--- src/rtl/arb_bus_xfer.sv ---
// arb_bus_xfer
//   Takes the grant from an external 2-input arbiter and moves one locked burst
//   of len_x beats from the winning requester to a ready/valid sink.
//
//   Ports
//     clock, reset         rising-edge clock, asynchronous active-high reset
//     gnt_0, gnt_1         arbiter grants, sampled only in IDLE (gnt_0 wins ties)
//     len_0, len_1         burst length in beats, latched with the grant
//     data_0, data_1       current beat data of each requester
//     out_ready            sink accepts the beat on out_data
//     out_valid            beat present on out_data
//     out_data, out_src    beat data and owner of the current burst
//     ack_0, ack_1         beat consumed from that requester this cycle
//     done_0, done_1       one-cycle pulse when that requester's burst ends
//     busy                 FSM is not in IDLE
//
//   state | meaning
//   ------+-------------------------------------------------------------
//   IDLE  | waiting for a grant; outputs quiet
//   XFER  | streaming beats from the owner, count = beats remaining
//   DONE  | one-cycle done pulse to the owner, grants ignored
module arb_bus_xfer #(
    parameter int DATA_W = 8,
    parameter int LEN_W  = 4
) (
    input  logic              clock,
    input  logic              reset,
    input  logic              gnt_0,
    input  logic              gnt_1,
    input  logic [LEN_W-1:0]  len_0,
    input  logic [LEN_W-1:0]  len_1,
    input  logic [DATA_W-1:0] data_0,
    input  logic [DATA_W-1:0] data_1,
    input  logic              out_ready,
    output logic              out_valid,
    output logic [DATA_W-1:0] out_data,
    output logic              out_src,
    output logic              ack_0,
    output logic              ack_1,
    output logic              done_0,
    output logic              done_1,
    output logic              busy
);

    typedef enum logic [1:0] {
        ST_IDLE = 2'd0,
        ST_XFER = 2'd1,
        ST_DONE = 2'd2
    } state_t;

    state_t             state, state_nxt;
    logic [LEN_W-1:0]   count, count_nxt;
    logic               owner, owner_nxt;
    logic               beat;

    always_ff @(posedge clock or posedge reset) begin
        if (reset) begin
            state <= ST_IDLE;
            count <= '0;
            owner <= 1'b0;
        end else begin
            state <= state_nxt;
            count <= count_nxt;
            owner <= owner_nxt;
        end
    end

    always_comb begin
        state_nxt = state;
        count_nxt = count;
        owner_nxt = owner;
        beat      = 1'b0;
        out_valid = 1'b0;
        out_data  = '0;
        out_src   = 1'b0;
        ack_0     = 1'b0;
        ack_1     = 1'b0;
        done_0    = 1'b0;
        done_1    = 1'b0;
        busy      = (state != ST_IDLE);

        case (state)
            ST_IDLE: begin
                if (gnt_0) begin
                    owner_nxt = 1'b0;
                    count_nxt = len_0;
                    state_nxt = (len_0 != '0) ? ST_XFER : ST_DONE;
                end else if (gnt_1) begin
                    owner_nxt = 1'b1;
                    count_nxt = len_1;
                    state_nxt = (len_1 != '0) ? ST_XFER : ST_DONE;
                end
            end
            ST_XFER: begin
                out_valid = 1'b1;
                out_src   = owner;
                out_data  = owner ? data_1 : data_0;
                beat      = out_ready;
                ack_0     = beat & ~owner;
                ack_1     = beat &  owner;
                if (beat) begin
                    // count is never zero in XFER; the guard only keeps a
                    // corrupted count from wrapping to the maximum length.
                    if (count != '0)
                        count_nxt = count - 1'b1;
                    if (count <= 1)
                        state_nxt = ST_DONE;
                end
            end
            ST_DONE: begin
                out_src   = owner;
                done_0    = ~owner;
                done_1    =  owner;
                state_nxt = ST_IDLE;
            end
            default: begin
                state_nxt = ST_IDLE;
            end
        endcase
    end

endmodule

--- config.mk ---
export PLATFORM = sky130hd
export DESIGN_NAME = arb_bus_xfer
export DESIGN_NICKNAME = d
export VERILOG_FILES = /design/src/rtl/arb_bus_xfer.sv
export SDC_FILE = /design/constraint.sdc
export NUM_CORES = 1
export LEC_CHECK = 0
export ABC_AREA = 0
export CORE_ASPECT_RATIO = 1.2
export CORE_UTILIZATION = 33
export DETAILED_ROUTE_END_ITERATION = 6
export HOLD_SLACK_MARGIN = 0.15
export MAX_ROUTING_LAYER = met4
export PLACE_DENSITY_LB_ADDON = 0.15
export SKIP_LAST_GASP = 1
export SLEW_MARGIN = 15
export SYNTH_ARGS = -nofsm -noshare
export SYNTH_HDL_FRONTEND = slang
export SYNTH_SLANG_ARGS = --single-unit
--- constraint.sdc ---
create_clock -name clock -period 1.74 [get_ports clock]
set_input_delay 0.174 -clock clock [delete_from_list [all_inputs] [get_ports clock]]
set_output_delay 0.174 -clock clock [all_outputs]
set_load 0.05 [all_outputs]
==> flow_metrics.py, run 1 <==
metrics = {
    "clock_tree": {
        "cts_tree": "built",
        "clock-sinks": 7,
        "clockRootBuffer": "clkbuf_4",
        "clk_pin_slew_ns": 0.05,
        "cts_made_buffers": 3,
        "clockBufferDepth": 2,
        "htree_levels": 1,
        "clk_latency_ns": 0.24,
    },
    "synthesis": {
        "yosysUniqueCellTypes": 33,
        "ys_ff_latch": 7,
        "ys_seq_area_frac": 0.2349,
        "synth_cells": 87,
        "netlist.area_leader.share": 0.2349,
        "synth.avg_cell_area_um2": 8.571,
        "synth.area.top_cells": "dfrtp_1 23%, mux2i_1 15%, ha_1 8.4%, nor2b_1 7.6%, inv_1 3.5%",
        "syn-cell-area_um2": 745.7,
        "yosys_warnings": 0,
        "yosys.area.top_type": "dfrtp_1",
        "syn_nets": 121,
    },
    "power_and_ir_drop": {
        "p_leak_nw": 0.6882,
        "ir_drop_mv": 1.552,
        "finalPower_mw": 2.922,
        "p_per_area_nw_per_um2": 1858,
    },
    "drt": {
        "drtPass1Iterations": 3,
        "wl_met3_um": 186,
        "vias": 845,
        "ant_nets": 0,
        "met1_length_um": 765,
        "met2_length_um": 1299,
        "drt-total-wl_um": 2285,
        "wire_per_inst_um": 13.36,
        "top_layer_used": "met4",
        "drc": 0,
        "viasPerCell": 4.942,
        "drt_iter0_drc": 15,
    },
    "setup_path": {
        "ff2ff_setup_slack_ns": 0.09,
        "worstPathArrival_ns": 1.48,
        "crit_path_cell_trace": "inv_2 > ha_4 > buf_6 > nand2_1 > nor2_4 > buf_12",
        "slowest_stage": "dfrtp_1",
        "crit_buf_inv": 3,
        "crit_path_end_kind": "output pin",
        "crit_fanout": 12,
        "crit_family": "flip-flops",
        "required_ns": 1.57,
        "worstSetupPathType": "flop to output pin",
        "slowest_delay_ns": 0.40,
        "cp-start-kind": "flop",
    },
    "global_route": {
        "grt_pass1_vias": 855,
        "grt.total_usage": 0.2079,
        "antenna_found_initial": 0,
        "grt_max_degree": 13,
        "grt_overflow": 0,
        "grt_pass1_wl_um": 3684,
    },
    "layout": {
        "syn2layout_area_growth_pct": 110.9,
        "n_antenna_cell": 0,
        "final_area_um2": 1573,
        "multi_input_area_um2": 613.1,
        "final_cells": 171,
        "layout-drive-gt1-share": 0.3759,
        "nNetsFinal": 176,
        "regArea_um2": 175.2,
        "fillers": 155,
    },
    "placement": {
        "place_area_um2": 1499,
        "port_buffers": 43,
        "gp_congestion": 0.7931,
        "place_inst": 163,
        "place_hpwl_um": 1893,
    },
    "sta": {
        "worst_pin_slew_ns": 0.3069,
        "setup_viol": 0,
        "hold_viol_final": 0,
        "setup_tns_ns": 0,
        "fin_crit_sh": 0.9496,
        "fmax_mhz": 605.2,
        "slew_viol_final": 0,
        "slew_headroom": 0.7935,
        "min_period_ns": 1.652,
        "skew_ns": 0.002782,
        "finalHoldWorstSlack_ns": 0.1525,
    },
    "status": {
        "outcome": "finished clean",
    },
    "floorplan": {
        "start_util": 0.3560,
        "core_um2": 2095,
        "top_level_ports": 44,
        "dieArea_um2": 2455,
        "die-height_um": 54.08,
        "die_width_um": 45.40,
        "fp-row-count": 18,
    },
    "min_path": {
        "hold_path.class": "input port to asynchronous set/reset pin",
    },
    "job": {
        "maxCapViolCount": 0,
    },
}
==> registers in the layout, summed over array words and instances, names as in the netlist <==
register and count:
state 2, count 4, owner 1
==> layer usage <==
| layer | track usage | vias to the layer above |
|---|---|---|
| met5 | - | - |
| met4 | 0.01515 | 0 |
| met3 | 0.05705 | 4 |
| met2 | 0.4262 | 35 |
| met1 | 0.1907 | 391 |
| li1 | - | 415 |
==> kinds of logic after synthesis <==
logic type | count (synthesis) | synth area share
AOI/OAI and AO/OA | 16 | 0.1460
and+or+nand+nor | 32 | 0.2601
adders and majority gates | 5 | 0.08389
DFF | 7 | 0.2349
buffers and inverters | 13 | 0.07717
muxes | 14 | 0.1980
==> path summary, 6_finish.rpt <==
| kind | cells past startpoint | from | to |
|---|---|---|---|
| min reg2reg | 1 | count[0]$_DFFE_PP0P_ | count[0]$_DFFE_PP0P_ |
| min | 2 | reset | count[3]$_DFFE_PP0P_ |
| max | 6 | state[1]$_DFFE_PP0P_ | ack_0 |
| max in group asynchronous | 2 | reset | count[2]$_DFFE_PP0P_ |
| min in group clock | 1 | count[0]$_DFFE_PP0P_ | count[0]$_DFFE_PP0P_ |
| max reg2reg | 7 | state[1]$_DFFE_PP0P_ | count[2]$_DFFE_PP0P_ |
==> what timing repair did <==
action / 4_1_cts / 5_1_grt
gates resized for setup: 4 / 2
endpoints found under the setup margin: 12 / 4
setup buffers: 3 / 1
hold buffers: 0 / 0
pin swaps: 0 / 0
==> metrics by stage <==
step           utilization  setup WS, ns
6_report            0.7509       0.08775
5_1_grt             0.7509     -0.004382
4_1_cts             0.7437       0.03413
3_5_place_dp        0.7157      -0.03992
3_3_place_gp        0.7157      -0.03655
2_1_floorplan            -     -0.005716
==> where the power goes <==
| part | total (mW) | internal (mW) | switching (mW) |
|---|---|---|---|
| clock | 0.140 | 0.0871 | 0.0532 |
| combinational | 2.44 | 1.26 | 1.18 |
| sequential | 0.339 | 0.250 | 0.0895 |
==> synthesized netlist by cell type, drive strengths merged <==
master,count
nor3,1
a211o,2
or4b,1
nor4b,1
a21o,1
and2,2
o22ai,1
or4,1
a21oi,4
nor2,5
inv,7
dfrtp,7
buf,3
and4,1
nand2,5
o21ai,3
nor4,1
nand3b,1
and3,1
nand2b,1
ha,5
a31oi,3
nand3,1
o41ai,1
nor2b,9
mux2,3
clkbuf,3
nor3b,1
a2bb2oi,1
mux2i,11
==> placed cells by master, fill, tap and decap left out, types with 2 or more instances in the layout <==
cell type	n
dfrtp_1	7
and2_1	2
nor2b_4	8
a211o_1	2
a21oi_1	2
clkdlybuf4s50_1	28
a21oi_2	2
buf_12	16
a31oi_1	2
nand2_1	5
buf_4	11
nor2_1	4
ha_1	3
o21ai_0	3
inv_1	6
mux2i_1	10
mux2_2	2
clkbuf_4	3
==> area by class of cell <==
class	count	area share
clock buffer	4	0.01671
multi-input combinational	67	0.3898
sequential	7	0.1114
timing repair buffer	56	0.4415
tap	30	0.02387
inverter	7	0.01671
No activity file was read; power rests on OpenSTA's default activity.
==> run 2, diff against run 1 <==
--- a/config.mk
+++ b/config.mk
@@ -8,6 +8,7 @@
 export ABC_AREA = 0
 export CORE_ASPECT_RATIO = 1.2
 export CORE_UTILIZATION = 33
+export CTS_CLUSTER_DIAMETER = 60
 export DETAILED_ROUTE_END_ITERATION = 6
 export HOLD_SLACK_MARGIN = 0.15
 export MAX_ROUTING_LAYER = met4
==> results of run 2 <==
Same layout as run 1: the final DEF is identical, and so are final timing and power.
